File: src/rtl/comp_block_engine.sv
// comp_block_engine: moves one BLOCK_LEN-byte block from the receive FIFO to the send FIFO, then pulses done.
// Build option: define COMP_XOR_MASK_EN to XOR each byte with (KEY + byte index) mod 256; otherwise bytes loop back unchanged.
module comp_block_engine #(
    parameter int         BLOCK_LEN = 32,
    parameter logic [7:0] KEY       = 8'hA5
) (
    input  logic       Clk,
    input  logic       Rst_n,
    input  logic       In_comp_enable,
    output logic       Out_comp_done,
    output logic       Out_busy,
    input  logic       In_rcv_empty,
    input  logic [7:0] In_rcv_dout,
    output logic       Out_rcv_rd_en,
    input  logic       In_snd_full,
    output logic       Out_snd_wr_en,
    output logic [7:0] Out_snd_din,
    output logic [5:0] Out_byte_cnt
);

    typedef enum logic [2:0] {IDLE, RD, LAT, WR, DONE} state_t;

    localparam logic [5:0] LAST_IDX = 6'(BLOCK_LEN - 1);

    state_t     state;
    state_t     state_nxt;
    logic       vld_p1;
    logic [7:0] data_r;
    logic [7:0] wr_data;
    logic [7:0] din_val;

    logic       rd_en_nxt;
    logic       wr_en_nxt;
    logic       done_nxt;
    logic       busy_nxt;
    logic [5:0] cnt_nxt;
    logic [7:0] din_nxt;

    // FIFO data is only on In_rcv_dout in the first WR cycle; after that (full stall) use the captured copy
    assign wr_data = vld_p1 ? In_rcv_dout : data_r;

`ifdef COMP_XOR_MASK_EN
    logic [7:0] mask;
    assign mask    = KEY + {2'b00, Out_byte_cnt};
    assign din_val = wr_data ^ mask;
`else
    logic unused_key;
    assign unused_key = ^KEY;
    assign din_val    = wr_data;
`endif

    always_comb begin
        state_nxt = state;
        rd_en_nxt = 1'b0;
        wr_en_nxt = 1'b0;
        done_nxt  = 1'b0;
        cnt_nxt   = Out_byte_cnt;
        din_nxt   = Out_snd_din;
        case (state)
            IDLE: begin
                if (In_comp_enable) begin
                    cnt_nxt   = 6'd0;
                    state_nxt = RD;
                end
            end
            RD: begin
                if (!In_rcv_empty) begin
                    rd_en_nxt = 1'b1;
                    state_nxt = LAT;
                end
            end
            LAT: begin
                state_nxt = WR;
            end
            WR: begin
                if (!In_snd_full) begin
                    wr_en_nxt = 1'b1;
                    din_nxt   = din_val;
                    cnt_nxt   = Out_byte_cnt + 6'd1;
                    state_nxt = (Out_byte_cnt == LAST_IDX) ? DONE : RD;
                end
            end
            DONE: begin
                done_nxt  = 1'b1;
                state_nxt = IDLE;
            end
            default: begin
                state_nxt = IDLE;
            end
        endcase
        // busy stays up through the done pulse so both fall on the same edge
        busy_nxt = (state_nxt != IDLE) || (state == DONE);
    end

    // stage p0 -> p1: state and registered strobes
    always_ff @(posedge Clk or negedge Rst_n) begin
        if (!Rst_n) begin
            state         <= IDLE;
            vld_p1        <= 1'b0;
            Out_rcv_rd_en <= 1'b0;
            Out_snd_wr_en <= 1'b0;
            Out_comp_done <= 1'b0;
            Out_busy      <= 1'b0;
            Out_byte_cnt  <= 6'd0;
            Out_snd_din   <= 8'h00;
        end else begin
            state         <= state_nxt;
            vld_p1        <= Out_rcv_rd_en;
            Out_rcv_rd_en <= rd_en_nxt;
            Out_snd_wr_en <= wr_en_nxt;
            Out_comp_done <= done_nxt;
            Out_busy      <= busy_nxt;
            Out_byte_cnt  <= cnt_nxt;
            Out_snd_din   <= din_nxt;
        end
    end

    // stage p1: capture FIFO read data
    always_ff @(posedge Clk) begin
        if (vld_p1) begin
            data_r <= In_rcv_dout;
        end
    end

endmodule

File: config.mk
export PLATFORM = sky130hd
export DESIGN_NAME = comp_block_engine
export DESIGN_NICKNAME = d
export VERILOG_FILES = /design/src/rtl/comp_block_engine.sv
export SDC_FILE = /design/constraint.sdc
export NUM_CORES = 1
export LEC_CHECK = 0
export ABC_CLOCK_PERIOD_IN_PS = 1500
export BUFFER_PORTS_ARGS = -buffer_cell sky130_fd_sc_hd__buf_2
export CORE_MARGIN = 2
export CORE_UTILIZATION = 40
export CTS_CLUSTER_DIAMETER = 150
export DETAILED_ROUTE_END_ITERATION = 7
export PLACE_DENSITY = 0.66
export RECOVER_POWER = 100
export SLEW_MARGIN = 25
export SYNTH_ARGS = -nofsm -noshare
export SYNTH_HDL_FRONTEND = slang
export SYNTH_SLANG_ARGS = --single-unit
File: constraint.sdc
create_clock -name Clk -period 1.5 [get_ports Clk]
set_input_delay 0.3 -clock Clk [delete_from_list [all_inputs] [get_ports Clk]]
set_output_delay 0.3 -clock Clk [all_outputs]
set_load 0.005 [all_outputs]
==> results_dict.tcl, run 1 <==
set metrics [dict create \
    grt-ovfl-total 0 \
    max_slew_margin_pct 64.0 \
    cts_tree "yes" \
    period_minus_slack_ns 1.46 \
    outcome "completed" \
    synthMuxAreaShare_pct 16.9 \
    finalCritPeriodShare_pct 97.7 \
    area_growth_pct 37.0 \
    insertion_delay_ns 0.32 \
    yosys.area_share.adder_pct 1.10 \
    synth.largest_area_cell "dfrtp_1" \
    criticalPathCategory "register to register" \
    synthXorXnorAreaFrac_pct 3.09 \
    io-pin-count 31 \
    cts_root_buffer "clkbuf_4" \
    die_area_sq_um 3280 \
    ys_ff_latch 30 \
    syn_avg_cell_area_sq_um 13.7 \
    p_leak_uw 0.000762 \
    fin_ws_ns 0.0350 \
    ys_seq_area_share_pct 62.7 \
    pre_cts_slack_ns -0.0182 \
    netlist_area_sq_um 1130 \
    crit_required_ns 1.69 \
    syn_nets 97 \
    drc_errors 0 \
    cts_buffer_depth 2 \
    arrival_ns 1.65 \
    maxCapViolCount 0 \
    portBuffers 30 \
    drt_wl_total_um 2130 \
    synth_top_family_by_area "multiplexers" \
    grt_usage_pct 14.0 \
    clk_pin_slew_ns 0.09 \
    slew_violations 0 \
    drive_gt1_share_pct 56.1 \
    gp_congestion 0.783 \
    firstDrtPassIters 2 \
    setup_violations 0 \
    fillers 227 \
    cts_max_level 2 \
    post-synth-top-count-cell "dfrtp_1" \
    die_width_um 57.2 \
    synth.distinct_cells 23 \
    p_total_uw 3080 \
    synth.top_cells.by_count "dfrtp_1, mux2_2, dfxtp_1, nand2_1, nor2_1" \
    first_global_vias 758 \
    start_util_pct 41.5 \
    diodes 0 \
    crit_fanout 3 \
    antenna_left 0 \
    max_freq_ghz 0.683 \
    max-vdd-ir-drop_v 0.00130 \
    fin_skew_ns 0.00859 \
    drt_iter0_drc 24 \
    worst_pin_slew_ns 0.539 \
    synth_warnings 0 \
    antenna_found_initial 0 \
    rsz0062_at_grt "yes" \
    hold_class "input port to register" \
    cts.sinks 30 \
    synth_top_area_share_pct 48.6 \
    synthSimpleGateAreaFrac_pct 11.4 \
    grt_max_degree 23 \
    ys_async_sr_fraction_pct 73.3 \
    synth-compound-area-share_pct 2.43 \
    yosys_most_used_dff "dfrtp_1" \
    power.density_nw_per_um2 1980 \
    yosys-top-cells-area "dfrtp_1, mux2_2, dfxtp_1, xor2_1, nand2_1" \
    num_vias 819 \
    hold_viol 0 \
    syn_inst 83 \
    row_count 19 \
    wl_per_cell_um 13.1 \
    finalNetCount 146 \
    synth_edf_count 0 \
    end_kind "register" \
    hpwlAfterDp_um 1500 \
    critPathLaunchType "register" \
    viasPerCell 5.02 \
    core-area_sq_um 2730 \
    grt_pass1_wl_um 3440 \
    cts_made_buffers 5 \
    dieHeight_um 57.2 \
]
## kinds of logic after synthesis
family	Yosys count
adder cells (fa/ha/maj)	1
buffers and inverters	5
multiplexers	17
flip-flops	30
AO/OA/AOI/OAI	4
XOR/XNOR	4
AND/OR/NAND/NOR	22
## metrics by stage
stage               setup TNS (ns)  hold WS (ns)  area (sq um)  cells  utilization (%)
global route               -0.0393         0.149          1550    163             56.8
detailed placement         -0.0182         0.296          1380    150             50.3
global placement                 0         0.287          1380    150             50.3
floorplan                        0       0.00441          1140     83                -
CTS                       -0.00370         0.157          1490    159             54.4
finish                           0         0.176          1550    163             56.8
## final timing paths
kind	slack (ns)	to	startpoint	cells past startpoint
worst max-delay path	0.04	Out_busy	Out_byte_cnt[0]	5
worst min-delay path	0.18	Out_rcv_rd_en	In_rcv_empty	2
worst max register to register	0.04	Out_busy	Out_byte_cnt[0]	5
worst min register to register	0.40	vld_p1	Out_rcv_rd_en	0
max in group asynchronous	0.62	state[2]	Rst_n	2
min in group asynchronous	0.49	Out_rcv_rd_en	Rst_n	2
## area by class of cell
class	instances	area, sq um	area share [%]
Sequential cell	30	712	45.9
Multi-Input combinational cell	48	444	28.6
Timing Repair Buffer	45	269	17.3
Clock buffer	6	51.3	3.30
Tap cell	31	38.8	2.50
Clock inverter	1	30.0	1.93
Inverter	2	7.51	0.483
## placed cells by master (no fill, tap or decap), types with 2 or more instances in the layout
cell      count
buf_2        29
a21oi_1       2
buf_4        13
nand2_1       4
xor2_1        4
nor2_1        5
dfrtp_1      21
dfxtp_1       8
inv_1         2
clkbuf_4      5
nand4_1       2
mux2_2       14
mux2_1        3
## sequential cells by signal (all words and copies together) (netlist names)
signal / count
Out_snd_din: 8
data_r: 8
Out_byte_cnt: 6
state: 3
Out_busy: 1
Out_comp_done: 1
Out_rcv_rd_en: 1
Out_snd_wr_en: 1
vld_p1: 1
## worst max-delay path, cell delays in order (launching register included)
cell and delay (ns):
dfrtp_1 0.43, ha_4 0.19, nand2_4 0.07, nor3_4 0.04
and2_4 0.14, or4_4 0.46
## layer usage
metal,vias to the layer above,GRT usage (%),part of all wire (%)
li1,387,-,-
met1,402,18.2,44
met2,25,21.0,48
met3,5,6.12,6.7
met4,0,4.98,1.3
met5,-,0,0
## repair_timing
item	CTS	global route
hold buffers	1	0
endpoints found under the setup margin	8	12
setup buffers	1	4
gates resized for setup	4	8
pin swaps	0	6
endpoints found under the hold margin	22	0
## where the power goes
group	total, uW	leakage (uW)	switching (uW)	internal (uW)
clock	638	0.0000443	250	388
combinational	1130	0.000379	453	673
sequential	1320	0.000338	173	1140
total	3080	0.000762	876	2210
No activity file was read; power rests on OpenSTA's default activity.
==> run 2, diff against run 1 <==
--- a/config.mk
+++ b/config.mk
@@ -6,7 +6,7 @@
 export NUM_CORES = 1
 export LEC_CHECK = 0
 export ABC_CLOCK_PERIOD_IN_PS = 1500
-export BUFFER_PORTS_ARGS = -buffer_cell sky130_fd_sc_hd__buf_2
+export BUFFER_PORTS_ARGS = -buffer_cell sky130_fd_sc_hd__clkbuf_2
 export CORE_MARGIN = 2
 export CORE_UTILIZATION = 40
 export CTS_CLUSTER_DIAMETER = 150
==> run 2 against run 1 <==
Effect of this change: register-to-register slack about the same; flip-flop and latch count unchanged; final cell count decreased by 0.61%; combinational power decreased by 5%; sequential share of layout area increased by 1.6 points; critical endpoint unchanged; largest cell class unchanged.
==> results_dict.tcl, run 2 (synthesized netlist as in run 1, its figures left out) <==
set metrics [dict create \
    outcome "completed" \
    path_cells "inv_1 -> nor3b_4 -> nor3_1 -> or4_4" \
    r2r_start "state[0]" \
    critPathLaunchType "register" \
    drc_errors 0 \
    fillers 240 \
    hold_start "In_rcv_empty" \
    antenna_found_initial 0 \
    fin_skew_ns 0.00510 \
    io-pin-count 31 \
    worst_pin_slew_ns 0.537 \
    final_cell_count_no_fill 162 \
    ff2ff_path_depth 4 \
    grt_max_degree 23 \
    criticalPathCategory "register to register" \
    p_switching_uw 869 \
    portBuffers 30 \
    multi_input_area_sq_um 433 \
    timing.critical_path.slowest_stage_cell "or4_4" \
    p_int_uw 2020 \
    finalNetCount 144 \
    crit_required_ns 1.71 \
    dieHeight_um 57.2 \
    max_slew_margin_pct 64.2 \
    hold_class "input port to register" \
    drt_iter0_drc 16 \
    finalCritPeriodShare_pct 96.9 \
    finalCoreUtilization_pct 55.0 \
    slew_violations 0 \
    crit_buf_inv 1 \
    drive_gt1_share_pct 58.0 \
    arrival_ns 1.66 \
    num_vias 806 \
    viasPerCell 4.98 \
    row_count 19 \
    first_global_vias 836 \
    maxCapViolCount 0 \
    cts_made_buffers 5 \
    hpwlAfterDp_um 1560 \
    swShare_pct 30.1 \
    die_area_sq_um 3280 \
    cts_buffer_depth 2 \
    firstDrtPassIters 2 \
    seqCellArea_sq_um 713 \
    diodes 0 \
    setup_violations 0 \
    period_minus_slack_ns 1.45 \
    wl_per_cell_um 12.9 \
    seqPwrFrac_pct 45.9 \
    hold_viol 0 \
    clockPowerShare_pct 17.0 \
    grt_pass1_wl_um 3620 \
    cts_root_buffer "clkbuf_4" \
    area_growth_pct 32.6 \
    max_freq_ghz 0.688 \
    crit_family "simple AND/OR/NAND/NOR gates" \
    min_to "Out_rcv_rd_en" \
    dp.cells 149 \
    mostFrequentLayoutCell "clkbuf_2" \
    insertion_delay_ns 0.32 \
    antenna_left 0 \
    reg2reg_slack_ns 0.05 \
    whs_path_depth 2 \
    clk_pin_slew_ns 0.09 \
    p_leak_uw 0.000724 \
    drt_wl_total_um 2100 \
    grt_usage_pct 14.8 \
    power.density_nw_per_um2 1920 \
    final_cell_mix "clkbuf_2, dfrtp_1, mux2_2" \
    end_kind "register" \
    max-vdd-ir-drop_v 0.00106 \
    crit_fanout 3 \
    cpPeakStageDelay_ns 0.52 \
    die_width_um 57.2 \
    cts.sinks 30 \
    gp_congestion 0.785 \
    reg_top3 "Out_snd_din x8, data_r x8, Out_byte_cnt x6" \
    r2r_end "Out_busy" \
    cts_tree "yes" \
    grt-ovfl-total 0 \
    start_util_pct 41.5 \
    pwr-share-comb_pct 37.1 \
    core-area_sq_um 2730 \
    cts_max_level 2 \
]
run 2: cell count changes in the layout (fill, tap and decap cells not counted), moves of 3 or more:
cell | previous run | this run
buf_2 | 29 | 0
mux2_2 | 14 | 17
clkbuf_2 | 1 | 30
mux2_1 | 3 | 0
run 2: power by group through the flow:
stage / sequential [uW] / clock, uW / combinational [uW]
3_5_place_dp: 1340 / 0 / 1000
4_1_cts: 1330 / 511 / 1010
5_1_grt: 1370 / 559 / 1190
6_report: 1320 / 492 / 1070
2_1_floorplan: 1340 / 0 / 556
3_3_place_gp: 1320 / 0 / 963
run 2: worst register-to-register path, cell delays in order, from the launching register on:
cell and delay (ns):
dfrtp_1 0.39, inv_1 0.11, nor3b_4 0.22, nor3_1 0.10, or4_4 0.52
run 2: per-layer routing:
| metal | global-route usage [%] | vias to the layer above | wire length (um) |
|---|---|---|---|
| li1 | - | 386 | - |
| met3 | 6.80 | 6 | 155 |
| met5 | 0 | - | 0 |
| met2 | 23.6 | 26 | 989 |
| met4 | 5.98 | 0 | 38 |
| met1 | 17.2 | 388 | 913 |
run 2: worst max path at each step:
stage / slack [ns] / cells after the start / end / startpoint
2_1_floorplan: 0.03 / 5 / Out_busy / Out_byte_cnt[0]
3_3_place_gp: 0.04 / 5 / Out_busy / Out_byte_cnt[0]
3_5_place_dp: -0.02 / 3 / Out_busy / state[1]
4_1_cts: 0.009 / 5 / Out_busy / Out_byte_cnt[1]
5_1_grt: -0.02 / 4 / Out_busy / state[0]
6_report: 0.05 / 4 / Out_busy / state[0]
run 2: timing repair:
item | CTS | global route
hold endpoints to repair | 22 | 0
resized for setup | 1 | 9
pin swaps | 0 | 6
setup endpoints to repair | 1 | 10
buffers inserted | 0 | 4
hold buffers | 1 | 0
run 2: through the flow:
| step | hold slack, ns | worst slack (ns) | area (sq um) | TNS (ns) | total power (uW) |
|---|---|---|---|---|---|
| 6_report | 0.169 | 0.0464 | 1500 | 0 | 2890 |
| 3_5_place_dp | 0.311 | -0.0236 | 1370 | -0.0236 | 2340 |
| 5_1_grt | 0.160 | -0.0152 | 1500 | -0.0199 | 3120 |
| 2_1_floorplan | 0.00441 | 0.0297 | 1140 | 0 | 1900 |
| 4_1_cts | 0.149 | 0.00872 | 1440 | 0 | 2850 |
| 3_3_place_gp | 0.307 | 0.0365 | 1370 | 0 | 2280 |
run 2: cell type report:
| cell class | instances | share of cell area, % |
|---|---|---|
| clock buffers | 7 | 3.66 |
| well taps | 31 | 2.58 |
| multi-input cells | 48 | 28.8 |
| inverters | 2 | 0.500 |
| repair buffers | 43 | 16.7 |
| flip-flops and latches | 30 | 47.5 |
| clock inverters | 1 | 0.333 |
==> run 3, diff against run 2 <==
--- a/config.mk
+++ b/config.mk
@@ -5,13 +5,12 @@
 export SDC_FILE = /design/constraint.sdc
 export NUM_CORES = 1
 export LEC_CHECK = 0
-export ABC_CLOCK_PERIOD_IN_PS = 1500
+export ABC_CLOCK_PERIOD_IN_PS = 1600
 export BUFFER_PORTS_ARGS = -buffer_cell sky130_fd_sc_hd__clkbuf_2
 export CORE_MARGIN = 2
 export CORE_UTILIZATION = 40
 export CTS_CLUSTER_DIAMETER = 150
 export DETAILED_ROUTE_END_ITERATION = 7
-export PLACE_DENSITY = 0.66
 export RECOVER_POWER = 100
 export SLEW_MARGIN = 25
 export SYNTH_ARGS = -nofsm -noshare
==> constraint.sdc (replaced) <==
create_clock -name Clk -period 1.6 [get_ports Clk]
set_input_delay 0.32 -clock Clk [delete_from_list [all_inputs] [get_ports Clk]]
set_output_delay 0.32 -clock Clk [all_outputs]
set_load 0.005 [all_outputs]
==> run 3 against run 2 <==
Effect of this change: utilization is 0.69 points lower; fmax is 7.0% lower; combinational power is 12% lower; largest cell class unchanged.
==> results_dict.tcl, run 3 (synthesized netlist as in run 1, its figures left out) <==
set metrics [dict create \
    dieHeight_um 57.2 \
    start_util_pct 41.5 \
    swShare_pct 30.6 \
    die_area_sq_um 3280 \
    insertion_delay_ns 0.31 \
    finalNetCount 142 \
    criticalPathCategory "register to register" \
    crit_required_ns 1.79 \
    pwr-share-comb_pct 35.4 \
    whs_path_depth 2 \
    finalCritPeriodShare_pct 97.7 \
    critPathLaunchType "register" \
    fin_skew_ns 0.00470 \
    grt_pass1_wl_um 3430 \
    drt_wl_total_um 2110 \
    crit_family "simple AND/OR/NAND/NOR gates" \
    antenna_found_initial 0 \
    hpwlAfterDp_um 1520 \
    num_vias 800 \
    grt-ovfl-total 0 \
    seqPwrFrac_pct 47.5 \
    power.density_nw_per_um2 1790 \
    dp.cells 148 \
    path_cells "ha_4 -> nand2_4 -> nor3_4 -> buf_4 -> and2_4 -> or4_4" \
    hold_start "In_rcv_empty" \
    outcome "completed" \
    max-vdd-ir-drop_v 0.00119 \
    fin_ws_ns 0.0368 \
    crit_buf_inv 1 \
    io-pin-count 31 \
    area_growth_pct 30.9 \
    crit_fanout 3 \
    grt_max_degree 23 \
    final_cell_count_no_fill 160 \
    diodes 0 \
    cts_made_buffers 5 \
    slew_violations 0 \
    reg2reg_slack_ns 0.04 \
    clockPowerShare_pct 17.1 \
    p_int_uw 1840 \
    wl_per_cell_um 13.2 \
    min_to "Out_rcv_rd_en" \
    r2r_end "Out_busy" \
    startpoint "Out_byte_cnt[1]" \
    r2r_start "Out_byte_cnt[1]" \
    hold_class "input port to register" \
    core-area_sq_um 2730 \
    grt_usage_pct 14.3 \
    max_slew_margin_pct 64.3 \
    period_minus_slack_ns 1.56 \
    reg_top3 "Out_snd_din x8, data_r x8, Out_byte_cnt x6" \
    row_count 19 \
    pre_cts_slack_ns -0.0139 \
    max_freq_ghz 0.640 \
    cts_tree "yes" \
    p_switching_uw 812 \
    setup_violations 0 \
    hold_viol 0 \
    end_kind "register" \
    cts_root_buffer "clkbuf_4" \
    p_leak_uw 0.000722 \
    first_global_vias 771 \
    drc_errors 0 \
    die_width_um 57.2 \
    drt_iter0_drc 9 \
    firstDrtPassIters 4 \
    drive_gt1_share_pct 49.6 \
    fillers 250 \
    final_cell_mix "clkbuf_2, dfrtp_1, mux2_2" \
    ff2ff_path_depth 6 \
    cts_max_level 2 \
    portBuffers 30 \
    viasPerCell 5.00 \
    clk_pin_slew_ns 0.09 \
    arrival_ns 1.76 \
    antenna_left 0 \
    gp_congestion 0.700 \
    timing.critical_path.slowest_stage_cell "or4_4" \
    maxCapViolCount 0 \
    cts.sinks 30 \
    cpPeakStageDelay_ns 0.46 \
    mostFrequentLayoutCell "clkbuf_2" \
    worst_pin_slew_ns 0.536 \
    cts_buffer_depth 2 \
]
-- run 3: cell types whose count changed in the layout (fill, tap and decap cells not counted), moves of 2 or more --
| cell | previous run | this run |
|---|---|---|
| buf_4 | 12 | 9 |
| dfrtp_1 | 20 | 22 |
| mux2_1 | 0 | 4 |
| clkbuf_1 | 1 | 4 |
| mux2_2 | 17 | 13 |
| dfrtp_2 | 2 | 0 |
| clkbuf_2 | 30 | 28 |
-- run 3: metal layers --
layer | vias to the layer above | wire, um | track usage (%)
li1 | 378 | - | -
met1 | 399 | 884 | 16.3
met2 | 21 | 1090 | 24.1
met3 | 2 | 118 | 6.12
met4 | 0 | 16 | 4.98
met5 | - | 0 | 0
-- run 3: how the worst max path moves through the flow --
| stage | to | slack [ns] | cells after the start |
|---|---|---|---|
| final | Out_busy | 0.04 | 6 |
| after CTS | Out_busy | 0.05 | 4 |
| after detailed placement | Out_busy | -0.01 | 5 |
| after global placement | Out_busy | 0.08 | 5 |
| after global routing | Out_busy | -0.01 | 5 |
| after floorplan | Out_busy | 0.08 | 5 |
-- run 3: repair_timing --
item	4_1_cts	5_1_grt
endpoints found under the hold margin	22	0
gates cloned	0	0
endpoints found under the setup margin	1	1
buffers inserted	0	3
pin swaps	0	4
hold buffers	1	0
resized for setup	1	7
-- run 3: power groups by stage --
stage | combinational [uW] | sequential, uW | clock [uW]
CTS | 907 | 1250 | 471
global placement | 886 | 1250 | 0
global route | 1040 | 1310 | 515
floorplan | 520 | 1260 | 0
detailed placement | 904 | 1270 | 0
finish | 938 | 1260 | 454
-- run 3: per-stage QoR --
| stage | power [uW] | hold WS, ns | instance area, sq um | TNS (ns) | util [%] |
|---|---|---|---|---|---|
| floorplan | 1780 | 0.0244 | 1130 | 0 | - |
| global placement | 2130 | 0.333 | 1360 | 0 | 49.6 |
| detailed placement | 2170 | 0.336 | 1360 | -0.0139 | 49.6 |
| CTS | 2630 | 0.174 | 1430 | 0 | 52.3 |
| global route | 2860 | 0.174 | 1480 | -0.0111 | 54.3 |
| finish | 2650 | 0.188 | 1480 | 0 | 54.3 |
-- run 3: worst register-to-register path: stages (launching register included) --
cell and delay, ns:
dfrtp_1 0.42, ha_4 0.19, nand2_4 0.07, nor3_4 0.04, buf_4 0.13, and2_4 0.13, or4_4 0.46
-- run 3: cell type report --
| class | count | area, sq um | share of cell area, % |
|---|---|---|---|
| Clock buffer | 7 | 55.1 | 3.71 |
| Clock inverter | 1 | 5.00 | 0.337 |
| Inverter | 2 | 7.51 | 0.506 |
| Sequential cell | 30 | 711 | 47.9 |
| Multi-Input combinational cell | 48 | 438 | 29.5 |
| Tap cell | 31 | 38.8 | 2.61 |
| Timing Repair Buffer | 41 | 229 | 15.4 |
